**src/rtl/lsu_pkg.sv**
```systemverilog
// Shared definitions for the load/store unit memory controller.
// Holds the fixed widths, access-size codes, FSM state encoding and the alignment rule.
package lsu_pkg;
    localparam int DATA_W  = 32;
    localparam int ADDR_W  = 10;
    localparam int WADDR_W = 8;

    localparam logic [1:0] SZ_B = 2'b00;
    localparam logic [1:0] SZ_H = 2'b01;
    localparam logic [1:0] SZ_W = 2'b10;

    typedef logic [1:0] state_t;
    localparam state_t ST_IDLE    = 2'd0;
    localparam state_t ST_RD_WAIT = 2'd1;
    localparam state_t ST_RESP    = 2'd2;

    // Size code 11 has no legal alignment, so it is reported as misaligned.
    function automatic logic misaligned(input logic [1:0] size, input logic [1:0] off);
        logic m;
        case (size)
            SZ_B:    m = 1'b0;
            SZ_H:    m = off[0];
            SZ_W:    m = (off != 2'b00);
            default: m = 1'b1;
        endcase
        return m;
    endfunction
endpackage

```
**src/rtl/lsu_mem_ctrl_if.sv**
```systemverilog
// Request/response handshake plus single-port SRAM signals of the LSU memory controller.
interface lsu_mem_ctrl_if;
    import lsu_pkg::*;

    logic               req_valid;
    logic               req_ready;
    logic               req_we;
    logic [1:0]         req_size;
    logic               req_unsigned;
    logic [ADDR_W-1:0]  req_addr;
    logic [DATA_W-1:0]  req_wdata;
    logic               rsp_valid;
    logic [DATA_W-1:0]  rsp_rdata;
    logic               rsp_err;
    logic               mem_cen;
    logic               mem_wen;
    logic [DATA_W-1:0]  mem_bwen;
    logic [WADDR_W-1:0] mem_a;
    logic [DATA_W-1:0]  mem_d;
    logic [DATA_W-1:0]  mem_q;

    modport slave (
        input  req_valid, req_we, req_size, req_unsigned, req_addr, req_wdata, mem_q,
        output req_ready, rsp_valid, rsp_rdata, rsp_err,
               mem_cen, mem_wen, mem_bwen, mem_a, mem_d
    );

    modport master (
        output req_valid, req_we, req_size, req_unsigned, req_addr, req_wdata, mem_q,
        input  req_ready, rsp_valid, rsp_rdata, rsp_err,
               mem_cen, mem_wen, mem_bwen, mem_a, mem_d
    );
endinterface

```
**src/rtl/lsu_align.sv**
```systemverilog
// Combinational load-lane extraction: picks the byte/half addressed by the offset
// out of the SRAM word and zero- or sign-extends it to 32 bits.
module lsu_align
    import lsu_pkg::*;
(
    input  logic [DATA_W-1:0] q,
    input  logic [1:0]        off,
    input  logic [1:0]        size,
    input  logic              uns,
    output logic [DATA_W-1:0] data
);
    logic [7:0]  lane_b;
    logic [15:0] lane_h;

    function automatic logic [31:0] ext8(input logic [7:0] v, input logic u);
        logic signed [31:0] s;
        s = {{24{v[7] & ~u}}, v};
        return s;
    endfunction

    function automatic logic [31:0] ext16(input logic [15:0] v, input logic u);
        logic signed [31:0] s;
        s = {{16{v[15] & ~u}}, v};
        return s;
    endfunction

    always_comb begin
        lane_b = 8'(q >> {off, 3'b000});
        lane_h = off[1] ? q[31:16] : q[15:0];
        case (size)
            SZ_B:    data = ext8(lane_b, uns);
            SZ_H:    data = ext16(lane_h, uns);
            default: data = q;
        endcase
    end
endmodule

```
**src/rtl/lsu_mem_ctrl.sv**
```systemverilog
// Single-outstanding load/store controller in front of a 256x32 SRAM with bit write enables.
// Stores and rejected requests answer one cycle after accept, loads two cycles after.
module lsu_mem_ctrl
    import lsu_pkg::*;
(
    input  logic          clk,
    input  logic          rst_n,
    lsu_mem_ctrl_if.slave bus
);
    state_t            state;
    logic              accept;
    logic              mis;
    logic              go;
    logic [DATA_W-1:0] bwen_p0;
    logic [DATA_W-1:0] wdata_p0;
    logic [1:0]        off_p1;
    logic [1:0]        size_p1;
    logic              uns_p1;
    logic [DATA_W-1:0] lane_p1;
    logic [DATA_W-1:0] rdata_p2;
    logic              err_p2;

    assign bus.req_ready = rst_n && (state == ST_IDLE);
    assign accept        = bus.req_valid && bus.req_ready;
    assign mis           = misaligned(bus.req_size, bus.req_addr[1:0]);
    assign go            = accept && !mis;

    // Accept stage: SRAM is driven in the accept cycle itself.
    always_comb begin
        bwen_p0  = '1;
        wdata_p0 = bus.req_wdata;
        case (bus.req_size)
            SZ_B: begin
                bwen_p0  = 32'h0000_00FF << {bus.req_addr[1:0], 3'b000};
                wdata_p0 = {4{bus.req_wdata[7:0]}};
            end
            SZ_H: begin
                bwen_p0  = bus.req_addr[1] ? 32'hFFFF_0000 : 32'h0000_FFFF;
                wdata_p0 = {2{bus.req_wdata[15:0]}};
            end
            default: ;
        endcase
    end

    assign bus.mem_cen  = !go;
    assign bus.mem_wen  = !(go && bus.req_we);
    assign bus.mem_bwen = (go && bus.req_we) ? bwen_p0 : '0;
    assign bus.mem_a    = bus.req_addr[ADDR_W-1:2];
    assign bus.mem_d    = wdata_p0;

    always_ff @(posedge clk) begin
        if (accept) begin
            off_p1  <= bus.req_addr[1:0];
            size_p1 <= bus.req_size;
            uns_p1  <= bus.req_unsigned;
        end
    end

    // Read-wait stage: SRAM output is valid now, extract using the captured offset.
    lsu_align u_align (
        .q    (bus.mem_q),
        .off  (off_p1),
        .size (size_p1),
        .uns  (uns_p1),
        .data (lane_p1)
    );

    always_ff @(posedge clk) begin
        if (!rst_n) begin
            state    <= ST_IDLE;
            err_p2   <= 1'b0;
            rdata_p2 <= '0;
        end else begin
            case (state)
                ST_IDLE: begin
                    if (accept) begin
                        err_p2   <= mis;
                        rdata_p2 <= '0;
                        state    <= (mis || bus.req_we) ? ST_RESP : ST_RD_WAIT;
                    end
                end
                ST_RD_WAIT: begin
                    err_p2   <= 1'b0;
                    rdata_p2 <= lane_p1;
                    state    <= ST_RESP;
                end
                ST_RESP: state <= ST_IDLE;
                default: state <= ST_IDLE;
            endcase
        end
    end

    // Response stage: no backpressure, the pulse lasts exactly one cycle.
    assign bus.rsp_valid = (state == ST_RESP);
    assign bus.rsp_err   = err_p2 && (state == ST_RESP);
    assign bus.rsp_rdata = rdata_p2;
endmodule

```
**src/flat_wrapper.sv**
```systemverilog
// flat-port wrapper written by rule: the top's interface ports become plain ports
module lsu_mem_ctrl_flat import lsu_pkg::*;
  (clk, rst_n, bus_req_valid, bus_req_we, bus_req_size, bus_req_unsigned, bus_req_addr, bus_req_wdata, bus_mem_q, bus_req_ready, bus_rsp_valid, bus_rsp_rdata, bus_rsp_err, bus_mem_cen, bus_mem_wen, bus_mem_bwen, bus_mem_a, bus_mem_d);
  lsu_mem_ctrl_if bus_i ();
  input  logic clk;
  input  logic rst_n;
  input wire logic [$bits(bus_i.req_valid)-1:0] bus_req_valid;
  input wire logic [$bits(bus_i.req_we)-1:0] bus_req_we;
  input wire logic [$bits(bus_i.req_size)-1:0] bus_req_size;
  input wire logic [$bits(bus_i.req_unsigned)-1:0] bus_req_unsigned;
  input wire logic [$bits(bus_i.req_addr)-1:0] bus_req_addr;
  input wire logic [$bits(bus_i.req_wdata)-1:0] bus_req_wdata;
  input wire logic [$bits(bus_i.mem_q)-1:0] bus_mem_q;
  output wire logic [$bits(bus_i.req_ready)-1:0] bus_req_ready;
  output wire logic [$bits(bus_i.rsp_valid)-1:0] bus_rsp_valid;
  output wire logic [$bits(bus_i.rsp_rdata)-1:0] bus_rsp_rdata;
  output wire logic [$bits(bus_i.rsp_err)-1:0] bus_rsp_err;
  output wire logic [$bits(bus_i.mem_cen)-1:0] bus_mem_cen;
  output wire logic [$bits(bus_i.mem_wen)-1:0] bus_mem_wen;
  output wire logic [$bits(bus_i.mem_bwen)-1:0] bus_mem_bwen;
  output wire logic [$bits(bus_i.mem_a)-1:0] bus_mem_a;
  output wire logic [$bits(bus_i.mem_d)-1:0] bus_mem_d;
  assign bus_i.req_valid = bus_req_valid;
  assign bus_i.req_we = bus_req_we;
  assign bus_i.req_size = bus_req_size;
  assign bus_i.req_unsigned = bus_req_unsigned;
  assign bus_i.req_addr = bus_req_addr;
  assign bus_i.req_wdata = bus_req_wdata;
  assign bus_i.mem_q = bus_mem_q;
  assign bus_req_ready = bus_i.req_ready;
  assign bus_rsp_valid = bus_i.rsp_valid;
  assign bus_rsp_rdata = bus_i.rsp_rdata;
  assign bus_rsp_err = bus_i.rsp_err;
  assign bus_mem_cen = bus_i.mem_cen;
  assign bus_mem_wen = bus_i.mem_wen;
  assign bus_mem_bwen = bus_i.mem_bwen;
  assign bus_mem_a = bus_i.mem_a;
  assign bus_mem_d = bus_i.mem_d;
  lsu_mem_ctrl u_core (.clk(clk), .rst_n(rst_n), .bus(bus_i));
endmodule
```
**config.mk**
```make
export PLATFORM = sky130hd
export DESIGN_NAME = lsu_mem_ctrl_flat
export DESIGN_NICKNAME = d
export VERILOG_FILES = /design/src/rtl/lsu_pkg.sv /design/src/rtl/lsu_mem_ctrl_if.sv /design/src/rtl/lsu_align.sv /design/src/rtl/lsu_mem_ctrl.sv /design/src/flat_wrapper.sv
export SDC_FILE = /design/constraint.sdc
export NUM_CORES = 1
export LEC_CHECK = 0
export CORE_ASPECT_RATIO = 0.6
export CORE_MARGIN = 2
export CORE_UTILIZATION = 35
export CTS_BUF_LIST = sky130_fd_sc_hd__clkbuf_16
export DETAILED_ROUTE_END_ITERATION = 16
export PLACE_DENSITY = 0.91
export SLEW_MARGIN = 20
export SYNTH_ARGS = -nofsm -noshare
export SYNTH_HDL_FRONTEND = slang
export SYNTH_SLANG_ARGS = --single-unit
export TNS_END_PERCENT = 30
```
**constraint.sdc**
```tcl
create_clock -name clk -period 3.1 [get_ports clk]
set_input_delay 0.465 -clock clk [delete_from_list [all_inputs] [get_ports clk]]
set_output_delay 0.465 -clock clk [all_outputs]
set_load 0.005 [all_outputs]
```
# ---- Yosys cells after proc, flatten, opt, wreduce, memory -nomap -nowiden
# Cells that the tools add are included.
dict set report word_totals {
  wordCells 46
  out_inout_bits 109
  input_bits 81
  register_bits 40
}
dict set report classes {
  muxes 14
  n_bitwise 3
  n_reduce_logical 15
  n_eq_ne 6
  n_shift 2
}
# cell n
set ops {}
lappend ops {{32-bit case mux with 2 select lines} 4}
lappend ops {{32-bit two-way mux} 3}
lappend ops {{8-bit by 5-bit left shift with 32-bit output, first input constant} 1}
lappend ops {{32-bit by 5-bit right shift with 8-bit output} 1}
lappend ops {{16-bit two-way mux} 1}
lappend ops {{2-bit by 1-bit equality test with 1-bit output, second input constant} 3}
lappend ops {{2-bit logical NOT} 3}
lappend ops {{1-bit logical AND} 5}
lappend ops {{2-bit equality test, second input constant} 2}
lappend ops {{2-bit two-way mux} 2}
lappend ops {{2-bit case mux with 2 select lines} 1}
lappend ops {{2-bit nonzero test} 2}
lappend ops {{1-bit logical NOT} 3}
lappend ops {{1-bit case mux with 3 select lines} 1}
lappend ops {{1-bit bitwise AND} 2}
lappend ops {{2-bit by 1-bit inequality test with 1-bit output, second input constant} 1}
lappend ops {{1-bit case mux with 2 select lines} 1}
lappend ops {{2-bit AND reduction} 1}
lappend ops {{1-bit logical OR} 1}
lappend ops {{1-bit two-way mux} 1}
lappend ops {{1-bit NOT} 1}

# ---- Logic depth before layout (Yosys ltp)
# Gate-level depths: netlist (run 1).
dict set report depth {
  word_depth 6
  ltp_mapped 6
  depth_no_buf 4
}

# ---- Modules after synthesis
# From an unflattened synthesis (run 1), not the netlist that was laid out.
dict set report hier_totals {
  cells_unflattened 365
  hier_area_um2 3349.5
}
# mod seq_area_each_um2 cells_per_inst area_per_inst_um2 instances
set by_module_without_submodules {}
lappend by_module_without_submodules {lsu_mem_ctrl 850.8 272 2640.0 1}
lappend by_module_without_submodules {lsu_align 0.0 93 709.4 1}

# ---- Least setup slack after synthesis (run 1)
# No wires, ideal clock.
dict set report synth_path {
  kind {in2out}
  start {input rst_n}
  end {output bus_mem_bwen[1]}
  slack_ns 0.547
  n_path_buf 1
  arrival_time_ns 2.088
  required_time_ns 2.635
  path_stages 5
  cell_sequence {nand2b_1 -> nor3b_1 -> nand3_1 -> a21oi_1 -> buf_4}
}
dict set report synth_via {
  elab_chain_cells 5
}
# element line_no
set synth_rtl {}
lappend synth_rtl {{from (decl)} flat_wrapper.sv:6} ;# input logic rst_n;
lappend synth_rtl {{1-bit logical AND} lsu_mem_ctrl.sv:23} ;# assign bus.req_ready = rst_n && (state == ST_IDLE);
lappend synth_rtl {{1-bit logical AND} lsu_mem_ctrl.sv:24} ;# assign accept = bus.req_valid && bus.req_ready;
lappend synth_rtl {{via u_core.accept} lsu_mem_ctrl.sv:11} ;# logic accept;
lappend synth_rtl {{1-bit logical AND} lsu_mem_ctrl.sv:26} ;# assign go = accept && !mis;
lappend synth_rtl {{1-bit logical AND} lsu_mem_ctrl.sv:47} ;# assign bus.mem_bwen = (go && bus.req_we) ? bwen_p0 : '0;
lappend synth_rtl {{32-bit two-way mux} lsu_mem_ctrl.sv:47}
lappend synth_rtl {{to (decl)} flat_wrapper.sv:20} ;# output wire logic [$bits(bus_i.mem_bwen)-1:0] bus_mem_bwen;
# The timed path passes the listed nets, and every way through them passes these cells.

# ---- Final worst setup path (run 1)
dict set report layout_path {
  start {input bus_req_addr[1]}
  end {output bus_mem_bwen[25]}
}
dict set report layout_via {
  elab_chain_cells 6
  word_cells_on_any_way 9
  cone_classes {shift: 1; mux: 4; reduce/logical: 4}
}
# element line_no
set layout_rtl {}
lappend layout_rtl {{from (decl)} flat_wrapper.sv:11} ;# input wire logic [$bits(bus_i.req_addr)-1:0] bus_req_addr;
lappend layout_rtl {{branches (longest 5 deep; another with 8-bit by 5-bit left shift with 32-bit output)} n/a}
lappend layout_rtl {{32-bit two-way mux *} lsu_mem_ctrl.sv:47}
# Every way passes the cells marked *.

==> results.cfg, run 1 <==
[synthesis]
postSynthCellCount = 295
synth_warnings = 0
synthDistinctLibCells = 36
yosysSeqAreaShare_pct = 32.06
avgSynthCellArea_um2 = 8.996
ys_ff_latch = 40
syn-cell-area_mm2 = 0.002654
syn_nets = 376

[timing]
slew_headroom_pct = 43.45
grt_setup_unrepaired = false
finalCriticalPeriod_ns = 2.888
fmax_mhz = 346.3
hold_viol_final = 0
min_period_over_period_pct = 93.15
finalMaxSlewViolations = 0
tightest_slew_ns = 0.8478
skew_ns = 0.007270
setup_viol = 0
finalSetupTns_ns = 0

[floorplanning]
start_util_pct = 36.37
die_w_um = 116.4
die_h_um = 71.45
pin_count = 190
core_area_mm2 = 0.007297
fp-row-count = 24
design.die.area_mm2 = 0.008318

[drt]
avgViaCountPerCell = 5.002
route.detailed.wl_per_inst_um = 16.65
drt-initial-drc-count = 187
wirelength_mm = 8.877
drc = 0
firstDrtPassIters = 4
dr_total_vias = 2666
drtAntennaViolNets = 0

[clock_tree]
clkLatencyLatePin_ns = 0.28
cts_root_buf = clkbuf_16
clock_sinks = 40
tritoncts = built
cts.path.max_buffers = 2
cts_made_buffers = 5
cts_setup_buffers = 0
clkSlewWorstSetupHoldPaths_ns = 0.06
htree_levels = 2

[place]
dp_hpwl_mm = 7.175
gp_congestion = 0.8408
port_buffers = 173

[global_routing]
grt_overflow = 0
antenna_found_initial = 0
grt_start_max_net_pins = 33
grt_pass1_vias = 2668
grt_pass1_wl_mm = 13.70
gr-usage-all-layers_pct = 20.96

[cells_and_area]
final_common_cell = clkdlybuf4s50_1
num_antenna_cells = 0
syn_to_final_growth_pct = 67.23
layout_common_cells = clkdlybuf4s50_1, dfxtp_1, o21ai_0
final_util_pct = 60.82
num-nets-final = 509
drive_gt1_share_pct = 14.69

[worst_setup_path]
worstSetupEndpointType = primary output
critPathMaxFanout = 8
crit_required_ns = 2.63
criticalPathCategory = in -> out
start_kind = input pin
crit_arrival_ns = 2.42

[status]
status = finished clean

[power_and_ir_drop]
power-per-cell-area_mw_per_mm2 = 364.7
ir_drop_mv = 0.2271
cellLeakagePower_nw = 1.668

[run]
drv_cap = 0

[hold_path]
worstHoldPathType = reg -> reg
==> through the flow <==
stage | worst slack, ns | instance area, um2 | hold slack [ns] | instances | total power, mW
floorplan | 0.5474 | 2654 | 0.4487 | 295 | 0.7083
global placement | 0.2050 | 4214 | 0.4357 | 525 | 0.9107
detailed placement | 0.1318 | 4214 | 0.4413 | 525 | 0.9176
CTS | 0.1247 | 4424 | 0.4556 | 533 | 1.630
global route | 0.06994 | 4438 | 0.4874 | 533 | 1.686
finish | 0.2122 | 4438 | 0.4498 | 533 | 1.618
==> area by class of cell <==
cell class	instances	area (um2)
Tap cell	104	130.1
Inverter	4	15.01
Clock inverter	2	60.06
Fill cell	602	2859
Clock buffer	6	150.1
Timing Repair Buffer	188	1844
Multi-Input combinational cell	189	1388
Sequential cell	40	850.8
==> cell usage after synthesis (all sizes together) <==
library cell / n / area [um2]
buf: 48 / 361.6
dfxtp: 35 / 700.7
o21ai: 34 / 173.9
mux2: 25 / 285.3
nand2: 21 / 78.83
nand2b: 20 / 125.1
a21oi: 16 / 80.08
a221o: 16 / 172.7
mux2i: 15 / 150.1
clkbuf: 14 / 52.55
nor2b: 10 / 62.56
a32o: 8 / 80.08
nor2: 7 / 26.28
edfxtp: 5 / 150.1
inv: 4 / 15.01
and2: 2 / 12.52
nand3: 2 / 10.01
o21bai: 2 / 15.01
a2111oi: 1 / 27.53
a21o: 1 / 7.510
a22oi: 1 / 7.510
a2bb2oi: 1 / 8.760
a41oi: 1 / 8.760
and3: 1 / 6.260
nor3: 1 / 5.000
nor3b: 1 / 7.510
o21a: 1 / 7.510
o2bb2ai: 1 / 8.760
or3: 1 / 6.260
==> worst max-delay path, cell delays in order <==
cell and delay, ns:
clkdlybuf4s50_1 0.49, or3_1 0.39, nand2_1 0.12, nand3_2 0.13, a21oi_2 0.15, buf_4 0.17, clkdlybuf4s50_1 0.51
==> final timing paths <==
kind	depth (start not counted)	start	endpoint	slack [ns]
min reg2reg	2	u_core.bus.rsp_rdata[3]	u_core.bus.rsp_rdata[3]	0.45
max reg2reg	4	u_core.off_p1[1]	u_core.bus.rsp_rdata[11]	0.98
max	7	bus_req_addr[1]	bus_mem_bwen[25]	0.21
min	2	u_core.bus.rsp_rdata[3]	u_core.bus.rsp_rdata[3]	0.45
==> logic make-up after synthesis <==
| group | synth area share (%) |
|---|---|
| flops | 32.06 |
| compound gates | 22.54 |
| simple gates | 12.83 |
| mux | 16.41 |
| buf+inv | 16.17 |
==> flip-flops by register name, indices dropped and copies added (netlist names) <==
signal                cells
u_core.uns_p1             1
u_core.bus.rsp_rdata     32
u_core.err_p2             1
u_core.size_p1            2
u_core.state              2
u_core.off_p1             2
==> report_power, final <==
group / internal, mW / switching (mW) / total, mW
Clock: 0.510 / 0.199 / 0.709
Sequential: 0.536 / 0.0117 / 0.547
Combinational: 0.228 / 0.134 / 0.362
Total: 1.27 / 0.345 / 1.62
==> per-layer routing <==
layer / vias up / global-route usage, % / share of wire, %
li1: 1282 / - / -
met3: 8 / 6.091 / 8.9
met1: 1257 / 26.13 / 41
met4: 0 / 5.291 / 1.3
met5: - / 0 / 0
met2: 119 / 35.79 / 49
==> what timing repair did <==
action	4_1_cts	5_1_grt
gates resized for setup	0	3
endpoints found under the hold margin	0	0
hold buffers	0	0
setup endpoints to repair	0	32
Note: power is estimated with default switching activity, not from simulation.
==> run 2: changes to the inputs <==
Settings changed: SLEW_MARGIN 20 to unset.
==> results of run 2 <==
No change in the layout: final DEF, timing and power equal those of run 1.
==> run 3: changes to the inputs <==
Settings changed: CELL_PAD_IN_SITES_DETAIL_PLACEMENT set to 1, CELL_PAD_IN_SITES_GLOBAL_PLACEMENT set to 1, CORE_UTILIZATION 35 to 24, CTS_BUF_LIST sky130_fd_sc_hd__clkbuf_16 to unset, SETUP_SLACK_MARGIN set to 0.15.
==> run 3 against run 2 <==
Effect of this change: maximum frequency up 2.4%; wire length is 18% higher; die area increased by 44%; total power fell by 12%; first-iteration DRC count fell by 28%.
==> results.cfg, run 3 (synthesis results as in run 1) <==
[status]
status = finished clean

[worst_setup_path]
reg2reg_slack_ns = 1.00
r2r_start = u_core.size_p1[0]
r2r_cells = 5
r2r_end = u_core.bus.rsp_rdata[22]
worstSetupEndpointType = primary output
criticalPathCategory = in -> out
crit_required_ns = 2.63
start_kind = input pin
critPathMaxFanout = 8
crit_arrival_ns = 2.36

[drt]
drc = 0
wl_met2_mm = 4.879
avgViaCountPerCell = 4.831
drt-initial-drc-count = 135
drt-met1-wl_mm = 4.567
route.detailed.wl_per_inst_um = 18.45
wirelength_mm = 10.46
dr.max_layer_used = met4
dr_total_vias = 2739
wl_met3_um = 954
drtAntennaViolNets = 0
firstDrtPassIters = 4

[global_routing]
grt_pass1_wl_mm = 16.33
grt_start_max_net_pins = 33
grt_pass1_vias = 2958
gr-usage-all-layers_pct = 17.09
grt_overflow = 0
antenna_found_initial = 0

[floorplanning]
design.die.area_mm2 = 0.01194
pin_count = 190
core_area_mm2 = 0.01067
fp-row-count = 29
die_h_um = 85.45
die_w_um = 139.8
start_util_pct = 24.88

[clock_tree]
tritoncts = built
cts_root_buf = clkbuf_16
htree_levels = 2
clkLatencyLatePin_ns = 0.29
cts_made_buffers = 5
cts.path.max_buffers = 2
clkSlewWorstSetupHoldPaths_ns = 0.06
clock_sinks = 40

[timing]
skew_ns = 0.008928
finalCriticalPeriod_ns = 2.821
tightest_slew_ns = 1.239
finalWorstSetupSlack_ns = 0.2789
min_period_over_period_pct = 91.00
fmax_mhz = 354.5
slew_headroom_pct = 17.40
grt_setup_unrepaired = false
finalMaxSlewViolations = 0
finalSetupTns_ns = 0
setup_viol = 0
hold_viol_final = 0
worst_hold_slack_ns = 0.4617

[cells_and_area]
stdcell_area_mm2 = 0.004459
nFillCells = 1199
layout_common_cells = clkdlybuf4s50_1, dfxtp_1, o21ai_0
drive_gt1_share_pct = 15.65
largest_reg_flops = 32
syn_to_final_growth_pct = 68.03
final_common_cell = clkdlybuf4s50_1
num-nets-final = 509
num_antenna_cells = 0

[power_and_ir_drop]
pwr-share-clk_pct = 35.4
p_seq_share_pct = 38.2
internal-power_mw = 1.061
ir_drop_mv = 0.1716
power_switching_share_pct = 25.92
power-per-cell-area_mw_per_mm2 = 321.2
cellLeakagePower_nw = 1.647
p_comb_share_pct = 26.5
p_switching_mw = 0.3712

[run]
drv_cap = 0

[place]
gp_congestion = 0.7519
dp_hpwl_mm = 7.980
port_buffers = 173
dp_slack_ns = 0.05522
placed_area_mm2 = 0.004263

[hold_path]
min_from = u_core.bus.rsp_rdata[3]
hold_depth = 2
hold_path_end = u_core.bus.rsp_rdata[3]
worstHoldPathType = reg -> reg
-- run 3: routing by layer --
layer  GRT usage [%]  vias to the layer above
li1                -                     1281
met1           20.97                     1327
met2           29.58                      126
met3           5.926                        5
met4           3.000                        0
met5               0                        -
-- run 3: layout make-up --
| cell class | count | area, um2 | share of cell area [%] |
|---|---|---|---|
| Clock buffer | 5 | 125.1 | 2.806 |
| Multi-Input combinational cell | 189 | 1423 | 31.90 |
| Clock inverter | 2 | 11.26 | 0.2525 |
| Tap cell | 139 | 173.9 | 3.900 |
| Inverter | 4 | 15.01 | 0.3367 |
| Timing Repair Buffer | 188 | 1861 | 41.72 |
| Sequential cell | 40 | 850.8 | 19.08 |
-- run 3: worst max-delay path by stage --
stage                          from                to  slack, ns  depth (start not counted)
floorplan                     rst_n   bus_mem_bwen[1]       0.55                          5
global placement    bus_req_size[0]  bus_mem_bwen[30]       0.21                          7
detailed placement            rst_n  bus_mem_bwen[12]       0.06                          7
CTS                           rst_n  bus_mem_bwen[12]       0.17                          7
global route                  rst_n   bus_mem_bwen[9]       0.16                          7
finish                        rst_n   bus_mem_bwen[5]       0.28                          7
-- run 3: through the flow --
stage                     power [mW]  util [%]  cells
final                          1.432     41.80    567
after global routing           1.496     41.80    567
after floorplan               0.7083         -    295
after CTS                      1.441     41.33    566
after detailed placement      0.9276     39.96    559
after global placement        0.9140     39.96    559
-- run 3: critical path: stages --
cell	delay (ns)
clkdlybuf4s50_1	0.58
nand2b_4	0.11
nor3b_4	0.25
nand3_4	0.14
a21oi_1	0.14
buf_4	0.16
clkdlybuf4s50_1	0.51
-- run 3: power by group through the flow --
stage                     Sequential (mW)  Clock (mW)  Combinational (mW)
final                               0.547       0.507               0.379
after global routing                0.548       0.540               0.408
after CTS                           0.546       0.519               0.375
after detailed placement            0.558           0               0.370
after global placement              0.556           0               0.358
after floorplan                     0.555           0               0.154
-- run 3: timing repair --
item,CTS,global route
gates cloned,0,0
endpoints found under the setup margin,32,32
setup buffers,0,1
resized for setup,2,9
hold buffers,0,0
pin swaps,0,1
